## src/rtl/pipeline_hazard_ctrl.sv

```systemverilog
`default_nettype none
// ---------------------------------------------------------------------------
// pipeline_hazard_ctrl : stall/flush sequencer with cache-fill freeze and watchdog
// Revision: 1.0
// ---------------------------------------------------------------------------
module pipeline_hazard_ctrl #(
  parameter int FILL_TIMEOUT = 255,
  parameter int WAIT_W       = 8
) (
  input  logic        clk,
  input  logic        rst_n,
  input  logic        icache_hit,
  input  logic        dmem_req,
  input  logic        dcache_hit,
  input  logic        fill_done,
  input  logic [2:0]  id_rs,
  input  logic [2:0]  id_rt,
  input  logic        id_uses_rt,
  input  logic        ex_mem_read,
  input  logic [2:0]  ex_rt,
  input  logic        ex_branch_taken,
  output logic        pc_we,
  output logic        if_id_we,
  output logic        if_id_flush,
  output logic        id_ex_en,
  output logic        id_ex_bubble,
  output logic        fill_req,
  output logic        fill_sel,
  output logic        fault,
  output logic [1:0]  state,
  output logic [15:0] stall_count
);

  typedef enum logic [1:0] {
    ST_RUN   = 2'd0,
    ST_IFILL = 2'd1,
    ST_DFILL = 2'd2,
    ST_FAULT = 2'd3
  } state_t;

  localparam logic [WAIT_W-1:0] TIMEOUT_VAL = WAIT_W'(FILL_TIMEOUT);

  state_t              state_q, state_d;
  logic [WAIT_W-1:0]   wait_q, wait_d;
  logic                fill_req_q, fill_req_d;
  logic                fill_sel_q, fill_sel_d;
  logic                fault_q, fault_d;
  logic [15:0]         stall_count_q, stall_count_d;

  logic dmiss, imiss, lu;

  assign dmiss = dmem_req & ~dcache_hit;
  assign imiss = ~icache_hit;
  assign lu    = ex_mem_read & ((ex_rt == id_rs) | (id_uses_rt & (ex_rt == id_rt)));

  always_comb begin
    state_d      = state_q;
    wait_d       = wait_q;
    fill_req_d   = fill_req_q;
    fill_sel_d   = fill_sel_q;
    fault_d      = fault_q;
    pc_we        = 1'b0;
    if_id_we     = 1'b0;
    if_id_flush  = 1'b0;
    id_ex_en     = 1'b0;
    id_ex_bubble = 1'b0;

    case (state_q)
      ST_RUN: begin
        wait_d = '0;
        if (dmiss) begin
          state_d    = ST_DFILL;
          fill_req_d = 1'b1;
          fill_sel_d = 1'b1;
        end else if (imiss) begin
          state_d    = ST_IFILL;
          fill_req_d = 1'b1;
          fill_sel_d = 1'b0;
        end else if (ex_branch_taken) begin
          pc_we        = 1'b1;
          if_id_we     = 1'b1;
          if_id_flush  = 1'b1;
          id_ex_en     = 1'b1;
          id_ex_bubble = 1'b1;
        end else if (lu) begin
          id_ex_en     = 1'b1;
          id_ex_bubble = 1'b1;
        end else begin
          pc_we    = 1'b1;
          if_id_we = 1'b1;
          id_ex_en = 1'b1;
        end
      end
      ST_IFILL, ST_DFILL: begin
        // fill_done takes precedence over a watchdog expiry in the same cycle
        if (fill_done) begin
          state_d    = ST_RUN;
          fill_req_d = 1'b0;
          wait_d     = '0;
        end else if (wait_q == TIMEOUT_VAL) begin
          state_d    = ST_FAULT;
          fill_req_d = 1'b0;
          fault_d    = 1'b1;
        end else begin
          wait_d = wait_q + 1'b1;
        end
      end
      ST_FAULT: begin
        fault_d = 1'b1;
      end
    endcase

    if (!rst_n) begin
      pc_we        = 1'b0;
      if_id_we     = 1'b0;
      if_id_flush  = 1'b0;
      id_ex_en     = 1'b0;
      id_ex_bubble = 1'b0;
    end

    stall_count_d = stall_count_q;
    if (!pc_we && (stall_count_q != 16'hFFFF)) begin
      stall_count_d = stall_count_q + 16'd1;
    end
  end

  always_ff @(posedge clk) begin
    if (!rst_n) begin
      state_q       <= ST_RUN;
      wait_q        <= '0;
      fill_req_q    <= 1'b0;
      fill_sel_q    <= 1'b0;
      fault_q       <= 1'b0;
      stall_count_q <= 16'd0;
    end else begin
      state_q       <= state_d;
      wait_q        <= wait_d;
      fill_req_q    <= fill_req_d;
      fill_sel_q    <= fill_sel_d;
      fault_q       <= fault_d;
      stall_count_q <= stall_count_d;
    end
  end

  assign fill_req    = fill_req_q;
  assign fill_sel    = fill_sel_q;
  assign fault       = fault_q;
  assign state       = state_q;
  assign stall_count = stall_count_q;

endmodule
`default_nettype wire

```

## config.mk

```make
export PLATFORM = sky130hd
export DESIGN_NAME = pipeline_hazard_ctrl
export DESIGN_NICKNAME = d
export VERILOG_FILES = /design/src/rtl/pipeline_hazard_ctrl.sv
export SDC_FILE = /design/constraint.sdc
export NUM_CORES = 1
export LEC_CHECK = 0
export BUFFER_PORTS_ARGS = -buffer_cell sky130_fd_sc_hd__buf_4
export CORE_MARGIN = 2
export CORE_UTILIZATION = 46
export DETAILED_ROUTE_END_ITERATION = 10
export GPL_TIMING_DRIVEN = 0
export HOLD_SLACK_MARGIN = 0.03
export PLACE_DENSITY = 0.82
export SETUP_SLACK_MARGIN = 0.4
export SLEW_MARGIN = 20
export SYNTH_ARGS = -nofsm -noshare
export SYNTH_HDL_FRONTEND = slang
export SYNTH_SLANG_ARGS = --single-unit
```

## constraint.sdc

```tcl
create_clock -name clk -period 1.9 [get_ports clk]
set_input_delay 0.19 -clock clk [delete_from_list [all_inputs] [get_ports clk]]
set_output_delay 0.19 -clock clk [all_outputs]
set_load 0.005 [all_outputs]
```

Yosys cells after proc, flatten, opt, wreduce, memory -nomap -nowiden

Cells that the tools add are included.

Add/subtract/negate cells: 2
Bitwise operators: 5
Eq/ne operators: 13
Multiplexer cells: 39
Reductions and logical operators: 10

Operator list:

| operator                                               | count |
|---|---|
| two-way mux 1 bit                                      | 29 |
| adder 16 x 1 -> 16 bit (second input constant)         | 1 |
| two-way mux 8 bit                                      | 2 |
| inequality test 16 bit (second input constant)         | 1 |
| one-hot mux 8 bit (2 select lines)                     | 1 |
| inequality test 3 bit (second input constant)          | 3 |
| adder 8 x 1 -> 8 bit (second input constant)           | 1 |
| == test 8 bit (second input constant)                  | 1 |
| two-way mux 2 bit                                      | 4 |
| == test 3 bit                                          | 2 |
| AND reduction 3 bit                                    | 2 |
| == test 2 bit (second input constant)                  | 2 |
| inequality test 2 bit (second input constant)          | 2 |
| one-hot mux 1 bit (2 select lines)                     | 2 |
| one-hot mux 2 bit (2 select lines)                     | 1 |
| AND reduction 2 bit                                    | 2 |
| nonzero test 2 bit                                     | 2 |
| bitwise AND 1 bit                                      | 3 |
| == test 2 x 1 -> 1 bit (second input constant)         | 1 |
| zero test 2 bit                                        | 1 |
| inequality test 2 x 1 -> 1 bit (second input constant) | 1 |
| OR reduction 2 bit                                     | 1 |
| logical AND 1 bit                                      | 1 |
| zero test 1 bit                                        | 1 |
| other kinds (2)                                        | 2 |

Output and inout bits: 26
Register bits after elaboration: 29
Input bits: 18
Logic and storage cells: 75

Depth between registers and ports, before layout

Depth in word-level cells: 12
Gate-level depth with buffers: 10
Mapped depth without buffers: 8

Worst setup path after synthesis

Ideal clock, no wire load.

Kind: flip-flop to flip-flop
Start: register stall_count_q[0] (netlist: stall_count[0])
End: register stall_count_q[0] (netlist: stall_count[0])
Cell stages (with the launch flop): 11
Setup time: 0.133 ns
Path buffers: 3
Path slack: -0.181 ns
Required time: 1.767 ns
Period minus slack after synthesis: 2.081 ns
Data arrival time: 1.948 ns
Path through: dfxtp_1 ha_1 nand3_2 or2_1 buf_6 or3_4 o21ai_4 buf_8 buf_12 xor2_1 nor2_1

Word-level cells in the longest chain between the ends: 2
Elaborated cells on any way between the ends: 3
Those cells by class: 1 x add/sub; 1 x eq/ne; 1 x reduce/logical

Ends and longest elaborated chain:

| item                                                           | RTL line | RTL |
|---|---|---|
| from (decl)                                                    | 48       | `logic [15:0] stall_count_q, stall_count_d;` |
| from (signal assigned)                                         | 141      | `stall_count_q <= stall_count_d;` |
| branches (longest 2 deep; another with adder 16 x 1 -> 16 bit) | --       |  |

Parallel ways; which one is timed is not known.
A chain may end at the register's enable or synchronous reset.

Worst setup path in the final report

Start: register stall_count_q[0] (netlist: stall_count[0])
End: register stall_count_q[12] (netlist: stall_count[12])

The elaborated chain is that of the path after synthesis.

==> impl_metrics.ini <==
[final_layout]
fin_util_pct = 77.0
drive_above_1_share_pct = 53.5
final_nets = 292
num-fill-cells = 228
n_antenna_cell = 0
syn_to_final_growth_pct = 61.3

[sta]
hold_viol = 0
fin_crit_sh_pct = 106
setup_tns_ns = -0.599
relSlewSlack_pct = 61.2
setup_ws_ns = -0.111
rsz0062_at_grt = true
setup_viol = 11
skew_ns = 0.00982
tightest_slew_ns = 0.582
min_period_ns = 2.01
slew_violations = 0
fmaxAchievable_ghz = 0.497

[logic_synthesis]
synth_commonest_cells = dfxtp_1, a21oi_1, inv_1
synth_top_area_cell = dfxtp_1
synth_ff_type = dfxtp_1
synthCells = 189
synth.most_common_cell = dfxtp_1
ys_async_sr_fraction_pct = 0
avgSynthCellArea_um2 = 8.36
synth_nets = 211
synthesis.area_um2 = 1580
ys_types = 41
ys_warn_count = 0
seq_area_frac_synth_pct = 36.7
synth_edf_count = 0
synth_top_area_share_pct = 36.7
synth_area_leaders = dfxtp_1, a21oi_1, xnor2_1
synth-seq-cells = 29

[drt]
vias = 1776
routedWlPerCell_um = 15.6
drt_iter0_markers = 56
vias_per_cell = 5.60
wirelength_um = 4940
route.detailed.drc = 0
first_pass_iters = 4
drtAntennaViolNets = 0

[placed_design]
io_buffer_count = 43
hpwl_um = 2680
gp_congestion = 0.804

[clocking]
clk_pin_slew_ns = 0.10
cts_root_buffer = clkbuf_4
cts_tree = yes
cts_buffer_depth = 2
cts_hold_buf = 0
cts-buffers-inserted = 5
clkSinkCount = 29
htreeDepth = 2
insertion_delay_ns = 0.33

[floorplan]
row_count = 21
die_x_um = 62.6
die_h_um = 62.6
io_pins = 44
dieArea_um2 = 3920
coreArea_um2 = 3310
start_util_pct = 47.7

[power_and_ir_drop]
p_leak_nw = 1.01
ir_drop_uv = 509
power.density_nw_per_um2 = 962
p_total_mw = 2.45

[global_route]
grtUsageTotal_pct = 22.6
grt_pass1_vias = 1582
grt_max_degree = 11
antenna_found_initial = 0
grt-ovfl-total = 0
grt_pass1_wl_um = 7080

[worst_setup_path]
crit_required_ns = 2.15
ff2ff_setup_slack_ns = -0.11
cp_slowest_cell = dfxtp_4
worst_setup_path_end_kind = flop
critPathMaxFanout = 7
startpoint_type = flop
cp-startpoint = stall_count[0]
crit_chain = ha_4, nand3_4, or2_1, buf_6, or3_4, o21ai_4, buf_8, buf_4, o31ai_1, a21oi_1
crit_arrival_ns = 2.26
slowest_delay_ns = 0.38
timing.rr.start = stall_count[0]
path_class = flop to flop
reg2reg_depth = 10

[worst_hold_path]
hold_class = input pin to flop
worst_hold_path.num_cells = 3
holdCritStartpoint = rst_n

[job]
drv_cap = 0

[status]
violations = setup timing
status = complete, but fails checks
-- report_power, final --
group / total, mW / internal [mW] / switching, mW
registers: 0.731 / 0.681 / 0.0500
clock network: 0.362 / 0.134 / 0.228
logic: 1.36 / 0.722 / 0.638
-- layout by cell type, fill, tap and decap left out, types with 6 or more instances in the layout --
master    n
or3_1     7
dfxtp_2   9
dfxtp_1  18
a21oi_2   9
buf_4    64
nor2_1    9
xnor2_1   9
buf_6    11
a21oi_1  13
nand4_1   8
nand2_1  10
o21ai_0   6
inv_1    10
-- path summary, 6_finish.rpt --
| path | endpoint |
|---|---|
| worst min-delay path | stall_count[1] |
| worst max-delay path | stall_count[12] |
| worst min register to register | stall_count[7] |
| worst max register to register | stall_count[12] |
-- worst max-delay path, delay by kind of cell (launching register included) --
kind	cells	cell delay, ns
and+or+nand+nor	3	0.64
buffers and inverters	3	0.41
DFF	1	0.38
AOI/OAI and AO/OA	3	0.35
adders and majority gates	1	0.15
-- registers in the layout, indices dropped and copies added, names as in the netlist --
name / flops
stall_count: 16
wait_q: 8
state: 2
fault: 1
fill_req: 1
fill_sel: 1
-- logic make-up after synthesis --
kind of cell	share of synthesized area (%)
buffers and inverters	7.44
AOI/OAI and AO/OA	20.4
xor gates and xnor gates	5.54
DFF	36.7
and+or+nand+nor	26.1
muxes	0.633
adders and majority gates	3.17
-- layout make-up --
type	count	area [um2]	share of cell area, %
Sequential cell	29	599	23.5
Clock buffer	5	37.5	1.47
Buffer	6	65.1	2.55
Timing Repair Buffer	74	609	23.9
Inverter	15	61.3	2.41
Tap cell	46	57.6	2.26
Multi-Input combinational cell	139	1110	43.4
Clock inverter	3	12.5	0.491
-- metal layers --
| metal | part of all wire [%] | vias to the layer above | global-route usage (%) | wire length [um] |
|---|---|---|---|---|
| met5 | 0 | - | 0 | 0 |
| met4 | 0.85 | 0 | 11.9 | 42 |
| met3 | 7.1 | 4 | 5.41 | 353 |
| met2 | 52 | 70 | 36.8 | 2550 |
| met1 | 40 | 854 | 27.6 | 2000 |
| li1 | - | 848 | - | - |
-- timing repair --
action | CTS | global route
setup endpoints to repair | 29 | 28
gates resized for setup | 28 | 32
setup buffers | 19 | 11
pin swaps | 18 | 15
gates cloned | 1 | 0
-- per-stage QoR --
step / area, um2 / worst slack [ns] / hold WS, ns / std cells
2_1_floorplan: 1640 / -0.0344 / 0.312 / 189
3_3_place_gp: 2020 / -0.181 / 0.465 / 278
3_5_place_dp: 2020 / -0.213 / 0.470 / 278
4_1_cts: 2340 / -0.0611 / 0.144 / 306
5_1_grt: 2550 / -0.179 / 0.158 / 317
6_report: 2550 / -0.111 / 0.152 / 317
Note: power is estimated with default switching activity, not from simulation.
